File: config.mk
export PLATFORM = sky130hd
export DESIGN_NAME = calc_unit_sequencer
export DESIGN_NICKNAME = d
export VERILOG_FILES = /design/src/rtl/calc_unit_sequencer.sv
export SDC_FILE = /design/constraint.sdc
export NUM_CORES = 1
export LEC_CHECK = 0
export CAP_MARGIN = 20
export CORE_MARGIN = 2
export CORE_UTILIZATION = 56
export DETAILED_ROUTE_END_ITERATION = 16
export PLACE_DENSITY = 0.81
export SLEW_MARGIN = 20
export SYNTH_ARGS = -nofsm -noshare
export SYNTH_HDL_FRONTEND = slang
export SYNTH_SLANG_ARGS = --single-unit
File: constraint.sdc
create_clock -name clk -period 4.4 [get_ports clk]
set_input_delay 1.1 -clock clk [delete_from_list [all_inputs] [get_ports clk]]
set_output_delay 1.1 -clock clk [all_outputs]
set_load 0.02 [all_outputs]
File: src/rtl/calc_unit_sequencer.sv
// calc_unit_sequencer: issues in_buf/kn_buf reads for an OC x IC tile, aligns CU en/reset/we to the
// returned data and emits one out_buf write per oc. Define CALC_SEQ_PERF_EN to add perf counters.
module calc_unit_sequencer #(
    parameter int unsigned ADDR_WIDTH = 12,
    parameter int unsigned IC_WIDTH   = 8,
    parameter int unsigned OC_WIDTH   = 8,
    parameter int unsigned RD_LATENCY = 1,
    parameter int unsigned CU_LATENCY = 2
) (
    input  logic                  clk,
    input  logic                  rst,
    input  logic                  start,
    input  logic                  hold,
    input  logic [IC_WIDTH-1:0]   ic_count,
    input  logic [OC_WIDTH-1:0]   oc_count,
    input  logic [ADDR_WIDTH-1:0] in_base,
    input  logic [ADDR_WIDTH-1:0] kn_base,
    input  logic [ADDR_WIDTH-1:0] out_base,
    output logic [ADDR_WIDTH-1:0] in_buf_raddr,
    output logic [ADDR_WIDTH-1:0] kn_buf_raddr,
    output logic                  cu_en,
    output logic                  cu_reset,
    output logic                  cu_we,
    output logic                  out_we,
    output logic [ADDR_WIDTH-1:0] out_waddr,
`ifdef CALC_SEQ_PERF_EN
    output logic [31:0]           perf_busy_cycles,
    output logic [31:0]           perf_hold_cycles,
`endif
    output logic                  busy,
    output logic                  done
);

    typedef enum logic [1:0] {
        S_IDLE,
        S_ISSUE,
        S_DRAIN,
        S_DONE
    } state_t;

    typedef struct packed {
        logic                valid;
        logic                first;
        logic                last;
        logic [OC_WIDTH-1:0] oc;
    } tag_t;

    typedef struct packed {
        logic                  we;
        logic [ADDR_WIDTH-1:0] addr;
    } wr_t;

    state_t                state_q, state_d;
    logic [IC_WIDTH-1:0]   ic_cnt_q, ic_cnt_d;
    logic [OC_WIDTH-1:0]   oc_cnt_q, oc_cnt_d;
    logic [ADDR_WIDTH-1:0] in_base_q, in_base_d;
    logic [ADDR_WIDTH-1:0] kn_base_q, kn_base_d;
    logic [ADDR_WIDTH-1:0] out_base_q, out_base_d;
    logic [IC_WIDTH-1:0]   ic_q, ic_d;
    logic [OC_WIDTH-1:0]   oc_q, oc_d;
    logic [ADDR_WIDTH-1:0] k_q, k_d;
    logic [ADDR_WIDTH-1:0] in_raddr_q, in_raddr_d;
    logic [ADDR_WIDTH-1:0] kn_raddr_q, kn_raddr_d;
    tag_t                  tag_q [RD_LATENCY+1];
    tag_t                  tag_d [RD_LATENCY+1];
    wr_t                   wr_q  [CU_LATENCY];
    wr_t                   wr_d  [CU_LATENCY];

    logic                  issue;
    logic                  is_last;
    logic                  inflight;
    logic [IC_WIDTH-1:0]   cur_ic;
    logic [IC_WIDTH-1:0]   cur_icn;
    logic [OC_WIDTH-1:0]   cur_oc;
    logic [ADDR_WIDTH-1:0] cur_k;
    logic [ADDR_WIDTH-1:0] cur_in_base;
    logic [ADDR_WIDTH-1:0] cur_kn_base;

    // Anything still travelling toward out_we keeps DRAIN alive; the out_we stage itself does not,
    // so DONE lands on the cycle right after the final write.
    always_comb begin
        inflight = 1'b0;
        for (int unsigned i = 0; i <= RD_LATENCY; i++) begin
            inflight = inflight | tag_q[i].valid;
        end
        for (int unsigned i = 0; i + 1 < CU_LATENCY; i++) begin
            inflight = inflight | wr_q[i].we;
        end
    end

    always_comb begin
        state_d    = state_q;
        ic_cnt_d   = ic_cnt_q;
        oc_cnt_d   = oc_cnt_q;
        in_base_d  = in_base_q;
        kn_base_d  = kn_base_q;
        out_base_d = out_base_q;
        ic_d       = ic_q;
        oc_d       = oc_q;
        k_d        = k_q;
        in_raddr_d = in_raddr_q;
        kn_raddr_d = kn_raddr_q;
        issue      = 1'b0;

        // The first word is issued on the same edge that accepts start, straight from the inputs.
        if (state_q == S_IDLE) begin
            cur_ic      = '0;
            cur_oc      = '0;
            cur_k       = '0;
            cur_icn     = ic_count;
            cur_in_base = in_base;
            cur_kn_base = kn_base;
        end else begin
            cur_ic      = ic_q;
            cur_oc      = oc_q;
            cur_k       = k_q;
            cur_icn     = ic_cnt_q;
            cur_in_base = in_base_q;
            cur_kn_base = kn_base_q;
        end
        is_last = (cur_ic == cur_icn - IC_WIDTH'(1));

        unique case (state_q)
            S_IDLE: begin
                if (start) begin
                    ic_cnt_d   = ic_count;
                    oc_cnt_d   = oc_count;
                    in_base_d  = in_base;
                    kn_base_d  = kn_base;
                    out_base_d = out_base;
                    ic_d       = '0;
                    oc_d       = '0;
                    k_d        = '0;
                    // An empty tile passes through DRAIN (pipeline already empty) so done
                    // arrives two cycles after start.
                    if ((ic_count == '0) || (oc_count == '0)) begin
                        state_d = S_DRAIN;
                    end else begin
                        state_d = S_ISSUE;
                        issue   = 1'b1;
                    end
                end
            end
            S_ISSUE: begin
                if (oc_q == oc_cnt_q) begin
                    state_d = S_DRAIN;
                end else if (!hold) begin
                    issue = 1'b1;
                end
            end
            S_DRAIN: begin
                if (!inflight) begin
                    state_d = S_DONE;
                end
            end
            S_DONE: begin
                state_d = S_IDLE;
            end
            default: begin
                state_d = S_IDLE;
            end
        endcase

        if (issue) begin
            in_raddr_d = cur_in_base + ADDR_WIDTH'(cur_ic);
            kn_raddr_d = cur_kn_base + cur_k;
            k_d        = cur_k + ADDR_WIDTH'(1);
            if (is_last) begin
                ic_d = '0;
                oc_d = cur_oc + OC_WIDTH'(1);
            end else begin
                ic_d = cur_ic + IC_WIDTH'(1);
                oc_d = cur_oc;
            end
        end

        tag_d[0].valid = issue;
        tag_d[0].first = (cur_ic == '0);
        tag_d[0].last  = is_last;
        tag_d[0].oc    = cur_oc;
        for (int unsigned i = 1; i <= RD_LATENCY; i++) begin
            tag_d[i] = tag_q[i-1];
        end

        wr_d[0].we   = tag_q[RD_LATENCY].valid & tag_q[RD_LATENCY].last;
        wr_d[0].addr = out_base_q + ADDR_WIDTH'(tag_q[RD_LATENCY].oc);
        for (int unsigned i = 1; i < CU_LATENCY; i++) begin
            wr_d[i] = wr_q[i-1];
        end
    end

    always_ff @(posedge clk) begin
        if (rst) begin
            state_q    <= S_IDLE;
            ic_cnt_q   <= '0;
            oc_cnt_q   <= '0;
            in_base_q  <= '0;
            kn_base_q  <= '0;
            out_base_q <= '0;
            ic_q       <= '0;
            oc_q       <= '0;
            k_q        <= '0;
            in_raddr_q <= '0;
            kn_raddr_q <= '0;
            for (int unsigned i = 0; i <= RD_LATENCY; i++) begin
                tag_q[i] <= '0;
            end
            for (int unsigned i = 0; i < CU_LATENCY; i++) begin
                wr_q[i] <= '0;
            end
        end else begin
            state_q    <= state_d;
            ic_cnt_q   <= ic_cnt_d;
            oc_cnt_q   <= oc_cnt_d;
            in_base_q  <= in_base_d;
            kn_base_q  <= kn_base_d;
            out_base_q <= out_base_d;
            ic_q       <= ic_d;
            oc_q       <= oc_d;
            k_q        <= k_d;
            in_raddr_q <= in_raddr_d;
            kn_raddr_q <= kn_raddr_d;
            for (int unsigned i = 0; i <= RD_LATENCY; i++) begin
                tag_q[i] <= tag_d[i];
            end
            for (int unsigned i = 0; i < CU_LATENCY; i++) begin
                wr_q[i] <= wr_d[i];
            end
        end
    end

`ifdef CALC_SEQ_PERF_EN
    logic [31:0] perf_busy_q, perf_busy_d;
    logic [31:0] perf_hold_q, perf_hold_d;

    always_comb begin
        perf_busy_d = perf_busy_q;
        perf_hold_d = perf_hold_q;
        if ((state_q == S_IDLE) && start) begin
            perf_busy_d = '0;
            perf_hold_d = '0;
        end else begin
            if ((state_q != S_IDLE) && (perf_busy_q != '1)) begin
                perf_busy_d = perf_busy_q + 32'd1;
            end
            if ((state_q == S_ISSUE) && hold && (perf_hold_q != '1)) begin
                perf_hold_d = perf_hold_q + 32'd1;
            end
        end
    end

    always_ff @(posedge clk) begin
        if (rst) begin
            perf_busy_q <= '0;
            perf_hold_q <= '0;
        end else begin
            perf_busy_q <= perf_busy_d;
            perf_hold_q <= perf_hold_d;
        end
    end

    assign perf_busy_cycles = perf_busy_q;
    assign perf_hold_cycles = perf_hold_q;
`endif

    assign in_buf_raddr = in_raddr_q;
    assign kn_buf_raddr = kn_raddr_q;
    assign cu_en        = tag_q[RD_LATENCY].valid;
    assign cu_reset     = tag_q[RD_LATENCY].valid & tag_q[RD_LATENCY].first;
    assign cu_we        = tag_q[RD_LATENCY].valid & tag_q[RD_LATENCY].last;
    assign out_we       = wr_q[CU_LATENCY-1].we;
    assign out_waddr    = wr_q[CU_LATENCY-1].addr;
    assign busy         = (state_q != S_IDLE);
    assign done         = (state_q == S_DONE);

endmodule

### After elaboration in Yosys (flattened, before gate mapping)

Memory sizes are Yosys's and may differ from the RTL's.
Cells that the tools add are included.

* bits in registers: 106
* bits in writable memories: 48
* bits of input ports: 56
* output and inout bits: 42
* word-level logic and storage cells: 79
* memories: 2

Memory list
* wr_q: depth 2, bits a word 13, rd ports 2, clocked after Yosys merged registers in 0, wr ports 2, line 66 `wr_t wr_q [CU_LATENCY];`
* tag_q: depth 2, bits a word 11, rd ports 2, clocked after Yosys merged registers in 0, wr ports 2, line 64 `tag_t tag_q [RD_LATENCY+1];`

* add/subtract/negate cells: 7
* equal/unequal tests: 8
* muxes and demuxes: 32
* bitwise gates (word level): 8
* reductions and logical operators: 11

Operators with widths (number)
* 2-to-1 mux 12 bit: 6
* 2-to-1 mux 8 bit: 9
* 2-to-1 mux 13 bit: 2
* adder 12 x 8 -> 12 bit: 2
* zero test 8 bit: 3
* 2-to-1 mux 11 bit: 2
* adder 8 x 1 -> 8 bit, second input constant: 2
* equality test 8 bit: 2
* adder 12 x 1 -> 12 bit, second input constant: 1
* adder 12 bit: 1
* 2-to-1 mux 2 bit: 4
* one-hot mux 2 bit (4 select lines): 1
* subtractor 8 x 1 -> 8 bit, second input constant: 1
* 2-to-1 mux 1 bit: 7
* != test 2 bit, second input constant: 3
* bitwise OR 1 bit: 6
* nonzero test 2 bit: 3
* equality test 2 bit, second input constant: 2
* AND reduction 2 bit: 2
* AND reduction 3 bit: 1
* bitwise AND 1 bit: 2
* equality test 2 x 1 -> 1 bit, second input constant: 1
* zero test 2 bit: 1
* one-hot mux 1 bit (2 select lines): 1
* logical OR 1 bit: 1

### Logic depth before layout (Yosys ltp)

Gate-level depths: netlist of run 1.

* depth in word-level cells: 7
* depth in mapped cells: 19

### Least setup slack after synthesis of run 1

Ideal clock, no wire load.

* path type: flip-flop to flip-flop
* from: register state_q[0]
* to: register in_raddr_q[10], in the netlist in_buf_raddr[10]
* setup time: 70 ps
* arrival time: 3554 ps
* setup slack: 775 ps
* cell stages (with the launch flop): 18
* path buffers: 6
* clock period less this slack: 3625 ps
* cell sequence: dfxtp_1 inv_1 ha_1 buf_4 buf_4 buf_4 buf_2 buf_2 buf_2 mux2_2 ha_1 fa_1 a21oi_1 o211ai_1 o41ai_1 or3_1 nand3_1 a21oi_1

* longest elaborated chain between the ends: 3
* elaborated cells between the ends (all ways): 6
* classes of those cells: 1 x add/sub; 1 x eq/ne; 3 x mux; 1 x reduce/logical

RTL lines
* start: declaration: line 53 `state_t state_q, state_d;`
* start signal: assignment: line 212 `state_q <= state_d;`
* zero test 2 bit: line 106, 123
* 2-to-1 mux 12 bit / 2-to-1 mux 8 bit (equally long branches): line 106 `if (state_q == S_IDLE) begin`
* adder 12 x 8 -> 12 bit: line 165 `in_raddr_d = cur_in_base + ADDR_WIDTH'(cur_ic);`
* end signal: assignment: line 221 `in_raddr_q <= in_raddr_d;`
* end: declaration: line 62 `logic [ADDR_WIDTH-1:0] in_raddr_q, in_raddr_d;`

Several ways; a longest one is shown, not always the timed one.
A chain may end at the register's enable or synchronous reset.

### Worst setup path in the final report of run 1

* from: register state_q[0]
* to: output busy

* longest elaborated chain between the ends: 1

RTL lines
* nonzero test 2 bit: line 273 `assign busy = (state_q != S_IDLE);`
* end: declaration: line 30 `output logic busy,`

Every way passes these cells.

==> results of run 1 <==
cells by family (layout without fill, tap and decap cells):
kind of cell / count (synthesis) / count (layout) / share of synthesized area, %
AO/OA/AOI/OAI: 215 / 215 / 17.1
flip-flops: 154 / 154 / 40.3
buffers and inverters: 78 / 174 / 4.32
AND/OR/NAND/NOR: 352 / 352 / 22.0
XOR/XNOR: 47 / 47 / 5.38
multiplexers: 30 / 30 / 4.25
adder cells (fa/ha/maj): 39 / 39 / 6.67
worst reg2reg max path: stages, from the launching register on:
cell	delay, ps
sky130_fd_sc_hd__dfxtp_1	330
sky130_fd_sc_hd__inv_1	110
sky130_fd_sc_hd__ha_2	570
sky130_fd_sc_hd__buf_4	370
sky130_fd_sc_hd__nor2b_1	170
sky130_fd_sc_hd__ha_1	260
sky130_fd_sc_hd__fa_1	400
sky130_fd_sc_hd__a21oi_1	200
sky130_fd_sc_hd__o211ai_1	150
sky130_fd_sc_hd__o41ai_1	450
sky130_fd_sc_hd__or3_1	180
sky130_fd_sc_hd__nand3_1	70
sky130_fd_sc_hd__a21oi_1	150
synthesized netlist by cell type (11+ instances only):
library cell               number
sky130_fd_sc_hd__nand2_1      165
sky130_fd_sc_hd__dfxtp_1      154
sky130_fd_sc_hd__a21oi_1       98
sky130_fd_sc_hd__nor2_1        44
sky130_fd_sc_hd__nor2b_1       42
sky130_fd_sc_hd__o21ai_0       39
sky130_fd_sc_hd__ha_1          36
sky130_fd_sc_hd__inv_1         33
sky130_fd_sc_hd__clkbuf_1      27
sky130_fd_sc_hd__xnor2_1       27
sky130_fd_sc_hd__nor3_1        24
sky130_fd_sc_hd__xor2_1        20
sky130_fd_sc_hd__mux2_2        19
sky130_fd_sc_hd__nand3_1       19
sky130_fd_sc_hd__a21o_1        11
per-stage QoR:
step	utilization, %	power, mW	hold WS, ps	setup slack, ps	cells
3_3_place_gp	65.7	3.69	415	770	1156
5_1_grt	70.0	5.45	449	586	1187
6_report	70.0	5.16	436	729	1187
2_1_floorplan	-	3.15	414	775	915
4_1_cts	70.0	5.16	438	732	1187
3_5_place_dp	65.7	3.73	424	705	1156
cell type report:
class / count / area (um2)
Tap cell: 176 / 220
Timing Repair Buffer: 108 / 1050
Sequential cell: 154 / 3080
Multi-Input combinational cell: 683 / 4250
Clock buffer: 24 / 482
Clock inverter: 7 / 91.3
Fill cell: 1100 / 3990
Inverter: 35 / 134
worst paths after layout:
kind / start / to / cells after the start
setup / recovery: state_q[0] / busy / 5
hold / removal: wr_q[0][4] / wr_q[0][17] / 1
setup reg to reg: state_q[0] / in_buf_raddr[10] / 12
hold reg to reg: wr_q[0][4] / wr_q[0][17] / 1
state kept, by name (all words and copies together) (netlist names):
register and count:
oc_q 8, tag_q 22, in_buf_raddr 12, wr_q 26
state_q 2, kn_base_q 12, in_base_q 12, k_q 12
oc_cnt_q 8, out_base_q 12, ic_cnt_q 8, kn_buf_raddr 12
ic_q 8
power groups by stage:
stage / Sequential, mW / Clock (mW) / Combinational [mW]
after global placement: 1.75 / 0 / 1.95
final: 1.73 / 1.42 / 2.01
after detailed placement: 1.75 / 0 / 1.98
after floorplan: 1.82 / 0 / 1.34
after CTS: 1.73 / 1.44 / 2.00
after global routing: 1.75 / 1.50 / 2.20
layer usage:
metal  vias to the layer above  routed length (um)  track usage, %
li1                       3311                   -               -
met1                      3119                8000            31.4
met2                       191                8940            43.0
met3                        24                 939            5.69
met4                         2                 230            8.43
met5                         -                  13               0
==> qor.json, run 1 <==
{
  "run_status": {
    "outcome": "complete, no violations"
  },
  "floorplanning": {
    "io_pins": 98,
    "dieArea_um2": 14600,
    "initial_core_util_pct": 57.6,
    "placement_rows": 42,
    "die_height_um": 121,
    "core_area_um2": 13300,
    "die-width_um": 121
  },
  "detailed_routing": {
    "route.antenna.remaining_nets": 0,
    "drtIter0Drc": 475,
    "routedWlPerCell_um": 15.3,
    "detail_route.drc_violations": 0,
    "detailedRoute.firstPassIterationCount": 6,
    "routed_wirelength_um": 18100,
    "post_dr_vias_cell": 5.60,
    "vias": 6647
  },
  "synthesis": {
    "netlist_instances": 915,
    "synth.top_cells.by_area": "sky130_fd_sc_hd__dfxtp_1 (40%), sky130_fd_sc_hd__nand2_1 (8.1%), sky130_fd_sc_hd__a21oi_1 (6.4%)",
    "syn-num-nets": 1010,
    "dominantRegCellSynth": "sky130_fd_sc_hd__dfxtp_1",
    "syn_avg_cell_area_um2": 8.37,
    "ys_warn_count": 0,
    "post_synth_edffs": 0,
    "ys_async_sr_fraction_pct": 0,
    "synth_largest_area_cell": "sky130_fd_sc_hd__dfxtp_1",
    "ys_seq_elements": 154,
    "yosys.area.top_type_share_pct": 40.3,
    "ys_seq_area_share_pct": 40.3,
    "netlist-cell-type-count": 67,
    "synthesis.area_um2": 7650
  },
  "sta": {
    "tns_ps": 0,
    "unrepaired_setup_endpoints_after_global_routing": "no",
    "layout_worst_path_cycle_share_pct": 83.4,
    "max-slew-margin-rel_pct": 46.3,
    "endpoints_failing_hold": 0,
    "min_period_ps": 3670,
    "timing.clock.skew_ps": 6.21,
    "fmax_mhz": 272,
    "timing_max_transition_violations_final": 0,
    "finalSetupViolations": 0,
    "worst_pin_slew_ps": 806
  },
  "global_routing": {
    "total_routing_usage_reported_by_global_routing_pct": 25.2,
    "grt_pass1_wl_um": 29400,
    "grt_pass1_vias": 6216,
    "pin_count_of_the_biggest_net_entering_global_routing": 74,
    "grt_remaining_overflow": 0,
    "antenna_found_initial": 1
  },
  "critical_path": {
    "arrival_ps": 2570,
    "crit_path_end_kind": "primary output",
    "critical_path.top_delay_family": "buffers and inverters",
    "critical_path.max_fanout": 23,
    "critPathMaxStageDelay_ps": 580,
    "timing.critical_path.from_type": "flip-flop",
    "worst_setup_path_category": "flip-flop to primary output",
    "path_buf_inv": 4,
    "critical-path-slowest-cell": "sky130_fd_sc_hd__clkdlybuf4s50_1",
    "cp.required_ps": 3300,
    "crit_chain": "inv_1 -> ha_2 -> buf_4 -> inv_2 -> clkdlybuf4s50_1",
    "rrSetupSlack_ps": 930
  },
  "finish": {
    "area_growth_syn_to_layout_pct": 21.6,
    "final_common_cell": "sky130_fd_sc_hd__nand2_1",
    "final_cell_mix": "sky130_fd_sc_hd__nand2_1 (165), sky130_fd_sc_hd__dfxtp_1 (154), sky130_fd_sc_hd__a21oi_1 (98)",
    "drive_above_1_share_pct": 7.72,
    "final_nets": 1094,
    "design_area_um2": 9310,
    "insertedDiodeCount": 0
  },
  "clock_tree": {
    "post-cts-setup-buffers": 0,
    "clock-root-buffer": "sky130_fd_sc_hd__clkbuf_16",
    "htree_levels": 4,
    "clock_tree_from_tritoncts": "done",
    "cts_made_buffers": 17,
    "postCtsHoldBufs": 0,
    "worstSkewPairLatency_ps": 430,
    "clkTransAtPathRegs_ps": 60,
    "clock_tree.buffer_depth": 2,
    "resized_after_cts": 0,
    "cts_num_sinks": 154
  },
  "pwr": {
    "pwr-share-seq_pct": 33.5,
    "power-per-cell-area_nw_per_um2": 554,
    "p_int_mw": 3.28,
    "vdd_drop_max_v": 0.000413,
    "total_leakage_power_nw": 3.64,
    "net-switching-power_mw": 1.88,
    "combPwrFrac_pct": 38.9,
    "clock_power_share_pct": 27.6,
    "power.switching_fraction_pct": 36.4
  },
  "min_path": {
    "worstHoldPathType": "flip-flop to flip-flop"
  },
  "placed_design": {
    "dp_hpwl_um": 12000,
    "port_buffer_cells": 97,
    "place_area_um2": 8730,
    "globalplace.congestion": 0.898
  },
  "run": {
    "maxCapViolations": 0
  }
}
Power figures use the tool's default switching activity.
==> inputs of run 2 (changes only) <==
clock period = 3.6 ns   (was 4.4 ns; I/O delays follow)
==> run 2 against run 1 <==
  * Register-to-register slack worse by 640 ps
  * First-iteration DRC count up 18%
  * Critical path depth unchanged
  * Sequential share of layout area down 0.22 points
  * Final area up 0.66%
  * Clock power up 23%
  * Sequential cell count unchanged
  * Count of clock-buffer cells in the layout down 6
  * Non-clock buffer count up 5
  * Final cell count up 0.51%
  * Clock skew down 0.62 ps
==> qor.json, run 2 (synthesis results as in run 1) <==
{
  "detailed_routing": {
    "vias": 6653,
    "route.antenna.remaining_nets": 0,
    "routed_wirelength_um": 17600,
    "drtIter0Drc": 561,
    "detailedRoute.firstPassIterationCount": 5,
    "detail_route.drc_violations": 0,
    "routedWlPerCell_um": 14.7,
    "post_dr_vias_cell": 5.58
  },
  "placed_design": {
    "dp_hpwl_um": 12000,
    "place_area_um2": 8790,
    "numPlacedInstances": 1161,
    "globalplace.congestion": 0.910,
    "port_buffer_cells": 97
  },
  "clock_tree": {
    "postCtsHoldBufs": 0,
    "clock_tree_from_tritoncts": "done",
    "post-cts-setup-buffers": 0,
    "clkTransAtPathRegs_ps": 60,
    "worstSkewPairLatency_ps": 440,
    "clock_tree.buffer_depth": 2,
    "cts_num_sinks": 154,
    "cts_made_buffers": 17,
    "resized_after_cts": 0,
    "htree_levels": 4,
    "clock-root-buffer": "sky130_fd_sc_hd__clkbuf_16"
  },
  "min_path": {
    "holdCritStartpoint": "wr_q[0][10]",
    "worstHoldPathType": "flip-flop to flip-flop",
    "worstHoldEndpoint": "wr_q[0][23]",
    "hold-path-cell-count": 1
  },
  "sta": {
    "timing_max_transition_violations_final": 0,
    "tns_ps": 0,
    "layout_worst_path_cycle_share_pct": 92.1,
    "worst_pin_slew_ps": 1050,
    "min_period_ps": 3310,
    "timing.clock.skew_ps": 5.58,
    "hold_ws_ps": 433,
    "fmax_mhz": 302,
    "max-slew-margin-rel_pct": 29.6,
    "endpoints_failing_hold": 0,
    "unrepaired_setup_endpoints_after_global_routing": "no",
    "finalSetupViolations": 0
  },
  "critical_path": {
    "r2r-end": "kn_buf_raddr[11]",
    "ff2ff_path_depth": 12,
    "cp.required_ps": 2700,
    "arrival_ps": 2410,
    "crit_path_end_kind": "primary output",
    "timing.critical_path.from_type": "flip-flop",
    "worst_setup_path_category": "flip-flop to primary output",
    "timing.rr.start": "state_q[0]",
    "critical_path.max_fanout": 22,
    "rrSetupSlack_ps": 290
  },
  "floorplanning": {
    "core_area_um2": 13300,
    "die-width_um": 121,
    "io_pins": 98,
    "die_height_um": 121,
    "placement_rows": 42,
    "initial_core_util_pct": 57.6,
    "dieArea_um2": 14600
  },
  "finish": {
    "final_nets": 1099,
    "final_common_cell": "sky130_fd_sc_hd__nand2_1",
    "largest_register_ff_count": 26,
    "final_cell_mix": "sky130_fd_sc_hd__nand2_1 (165), sky130_fd_sc_hd__dfxtp_1 (154), sky130_fd_sc_hd__a21oi_1 (98)",
    "insertedDiodeCount": 0,
    "drive_above_1_share_pct": 8.75,
    "top_register": "wr_q",
    "design_area_um2": 9370,
    "finish.cell_count_without_fillers": 1193,
    "largest_registers": "wr_q x26, tag_q x22",
    "nFillCells": 1054,
    "area_growth_syn_to_layout_pct": 22.4
  },
  "global_routing": {
    "grt_pass1_vias": 6243,
    "grt_pass1_wl_um": 29200,
    "pin_count_of_the_biggest_net_entering_global_routing": 79,
    "antenna_found_initial": 0,
    "grt_remaining_overflow": 0,
    "total_routing_usage_reported_by_global_routing_pct": 25.0
  },
  "run": {
    "maxCapViolations": 0
  },
  "pwr": {
    "vdd_drop_max_v": 0.000431,
    "power-per-cell-area_nw_per_um2": 676,
    "total_leakage_power_nw": 3.67,
    "power_mw": 6.33
  },
  "run_status": {
    "outcome": "complete, no violations"
  }
}
run 2: changes by cell type in the layout (fill, tap and decap cells not counted):
cell / before / now
sky130_fd_sc_hd__bufinv_16: 2 / 1
sky130_fd_sc_hd__inv_6: 0 / 3
sky130_fd_sc_hd__clkinv_4: 1 / 3
sky130_fd_sc_hd__buf_4: 12 / 16
sky130_fd_sc_hd__buf_12: 0 / 1
sky130_fd_sc_hd__clkbuf_1: 4 / 0
sky130_fd_sc_hd__clkinvlp_4: 1 / 3
sky130_fd_sc_hd__inv_8: 0 / 2
sky130_fd_sc_hd__clkbuf_8: 3 / 1
sky130_fd_sc_hd__o41ai_2: 0 / 1
sky130_fd_sc_hd__clkinv_2: 3 / 2
sky130_fd_sc_hd__o41ai_1: 2 / 1
run 2: how the worst max path moves through the flow:
stage                     start               end  slack, ps  cells after the start
global route         state_q[1]  in_buf_raddr[10]         60                     12
detailed placement  ic_count[0]           oc_q[7]        120                     10
finish               state_q[0]              busy        290                      5
global placement    ic_count[0]           oc_q[7]        160                     10
CTS                  state_q[0]              busy        280                      5
floorplan            state_q[0]           oc_q[7]         50                     18
run 2: critical path, cell delays in order (launching register included):
cell and delay (ps):
sky130_fd_sc_hd__dfxtp_1 370, sky130_fd_sc_hd__inv_1 90, sky130_fd_sc_hd__ha_2 370, sky130_fd_sc_hd__buf_12 250
sky130_fd_sc_hd__inv_2 220, sky130_fd_sc_hd__clkdlybuf4s50_1 660
run 2: layout make-up:
cell class	count	area [um2]	share of cell area [%]
multi-input combinational	683	4250	45.4
sequential	154	3080	32.9
timing repair buffer	113	1100	11.8
clock buffer	18	439	4.69
tap	176	220	2.35
clock inverter	14	138	1.47
inverter	35	134	1.43
run 2: where the power goes:
part	leakage [nW]	internal [mW]	switching, mW
sequential	1.25	1.95	0.158
clock	0.277	0.983	0.758
combinational	2.14	1.03	1.46
run 2: stage by stage:
step,setup slack (ps),util (%)
floorplan,48.0,-
global placement,164,66.1
detailed placement,119,66.1
CTS,284,70.5
global route,57.6,70.5
finish,286,70.5
run 2: metal layers:
layer	vias up	routed length, um	global-route usage [%]
met5	-	0	0
met4	0	236	8.07
met3	30	860	5.69
met2	182	8630	42.5
met1	3108	7860	31.3
li1	3333	-	-
==> inputs of run 3 (changes only) <==
CORE_ASPECT_RATIO = 0.6   (was default)
SETUP_SLACK_MARGIN = 0.05   (was default)
==> run 3 against run 2 <==
  * Clock power is 5% higher
  * Largest power group unchanged
  * Maximum frequency down 0.76%
  * Sequential power is essentially flat
  * Total power increased by 2.4%
  * Routed wire length is 8.1% higher
  * Worst setup slack worse by 25 ps
  * Hold slack lost 6.5 ps
  * Sequential cell count unchanged
  * Via count is 2.2% higher
  * Utilization decreased by 0.79 points
==> qor.json, run 3 (synthesis results as in run 1) <==
{
  "finish": {
    "seqCellArea_um2": 3080,
    "largest_register_ff_count": 26,
    "largest_registers": "wr_q x26, tag_q x22",
    "drive_above_1_share_pct": 8.66,
    "multi_input_comb_area_um2": 4250,
    "final_cell_mix": "sky130_fd_sc_hd__nand2_1 (165), sky130_fd_sc_hd__dfxtp_1 (154), sky130_fd_sc_hd__a21oi_1 (98)",
    "final_common_cell": "sky130_fd_sc_hd__nand2_1",
    "area_growth_syn_to_layout_pct": 22.9,
    "final_nets": 1098,
    "nFillCells": 1082,
    "insertedDiodeCount": 0,
    "top_register": "wr_q"
  },
  "run": {
    "maxCapViolations": 0
  },
  "min_path": {
    "worstHoldEndpoint": "tag_q[0][16]",
    "hold-path-cell-count": 1,
    "holdCritStartpoint": "tag_q[0][5]",
    "worstHoldPathType": "flip-flop to flip-flop"
  },
  "detailed_routing": {
    "wirelength_met1_um": 9280,
    "routed_wirelength_um": 19000,
    "drtIter0Drc": 720,
    "route.antenna.remaining_nets": 0,
    "met2_length_um": 7780,
    "routed.top_layer": "met4",
    "post_dr_vias_cell": 5.71,
    "met3_wirelength_um": 1640,
    "detail_route.drc_violations": 0,
    "vias": 6800,
    "detailedRoute.firstPassIterationCount": 5,
    "routedWlPerCell_um": 16.0
  },
  "critical_path": {
    "timing.rr.start": "state_q[0]",
    "ff2ff_path_depth": 12,
    "critical_path.max_fanout": 17,
    "worst_setup_path_category": "flip-flop to primary output",
    "cp.required_ps": 2700,
    "timing.critical_path.from_type": "flip-flop",
    "rrSetupSlack_ps": 310,
    "crit_path_end_kind": "primary output",
    "arrival_ps": 2440,
    "critPathLaunch": "state_q[0]",
    "r2r-end": "oc_q[7]"
  },
  "placed_design": {
    "preCtsSetupSlack_ps": 134,
    "globalplace.congestion": 0.901,
    "dp_hpwl_um": 12700,
    "port_buffer_cells": 97
  },
  "clock_tree": {
    "clkTransAtPathRegs_ps": 70,
    "cts_num_sinks": 154,
    "postCtsHoldBufs": 0,
    "clock_tree.buffer_depth": 2,
    "resized_after_cts": 0,
    "worstSkewPairLatency_ps": 430,
    "post-cts-setup-buffers": 0,
    "clock-root-buffer": "sky130_fd_sc_hd__clkbuf_16",
    "cts_made_buffers": 17,
    "htree_levels": 4,
    "clock_tree_from_tritoncts": "done"
  },
  "sta": {
    "endpoints_failing_hold": 0,
    "finalSetupViolations": 0,
    "unrepaired_setup_endpoints_after_global_routing": "no",
    "worst_pin_slew_ps": 959,
    "timing.clock.skew_ps": 13.7,
    "tns_ps": 0,
    "timing_max_transition_violations_final": 0,
    "fin_ws_ps": 260,
    "min_period_ps": 3340,
    "layout_worst_path_cycle_share_pct": 92.8,
    "fmax_mhz": 299,
    "max-slew-margin-rel_pct": 35.6
  },
  "floorplanning": {
    "io_pins": 98,
    "die_height_um": 94.6,
    "initial_core_util_pct": 56.7,
    "die-width_um": 155,
    "core_area_um2": 13500,
    "placement_rows": 33,
    "dieArea_um2": 14700
  },
  "pwr": {
    "power-per-cell-area_nw_per_um2": 689,
    "total_leakage_power_nw": 3.69,
    "vdd_drop_max_v": 0.000378
  },
  "global_routing": {
    "antenna_found_initial": 0,
    "pin_count_of_the_biggest_net_entering_global_routing": 69,
    "grt_pass1_wl_um": 31300,
    "total_routing_usage_reported_by_global_routing_pct": 26.9,
    "grt_pass1_vias": 6161,
    "grt_remaining_overflow": 0
  },
  "run_status": {
    "outcome": "complete, no violations"
  }
}
-- run 3: routing by layer --
| metal | GRT usage (%) | vias to the layer above |
|---|---|---|
| met5 | 0 | - |
| met4 | 8.10 | 0 |
| met3 | 5.32 | 28 |
| met2 | 39.7 | 292 |
| met1 | 39.8 | 3138 |
| li1 | - | 3342 |
-- run 3: power by group --
group | internal [mW] | total (mW) | switching [mW]
Sequential | 1.95 | 2.12 | 0.174
Clock | 0.950 | 1.83 | 0.880
Combinational | 1.02 | 2.53 | 1.51
-- run 3: worst max-delay path, cell delays in order (launching register included) --
cell and delay (ps):
sky130_fd_sc_hd__dfxtp_1 370, sky130_fd_sc_hd__inv_1 90, sky130_fd_sc_hd__ha_2 370, sky130_fd_sc_hd__buf_4 260
sky130_fd_sc_hd__inv_2 240, sky130_fd_sc_hd__clkdlybuf4s50_1 670
-- run 3: stage by stage --
stage | utilization (%) | cells | hold WS [ps] | cell area (um2) | power (mW)
floorplan | - | 915 | 414 | 7670 | 3.86
global placement | 65.0 | 1159 | 417 | 8780 | 4.59
detailed placement | 65.0 | 1159 | 422 | 8780 | 4.62
CTS | 69.7 | 1191 | 426 | 9410 | 6.47
global route | 69.7 | 1191 | 450 | 9410 | 6.82
finish | 69.7 | 1191 | 427 | 9410 | 6.48
-- run 3: area by class of cell --
| cell class | instances | share of cell area, % |
|---|---|---|
| Clock inverter | 15 | 2.11 |
| Clock buffer | 17 | 4.52 |
| Multi-Input combinational cell | 683 | 45.2 |
| Tap cell | 175 | 2.33 |
| Inverter | 35 | 1.42 |
| Sequential cell | 154 | 32.8 |
| Timing Repair Buffer | 112 | 11.6 |
-- run 3: how the worst max path moves through the flow --
stage                                   to  slack, ps  cells past startpoint
after CTS                             busy        270                      5
after global routing      kn_buf_raddr[10]         70                     13
after detailed placement           oc_q[7]        130                     10
after floorplan                    oc_q[7]         60                     18
after global placement             oc_q[7]        200                     10
final                                 busy        260                      5
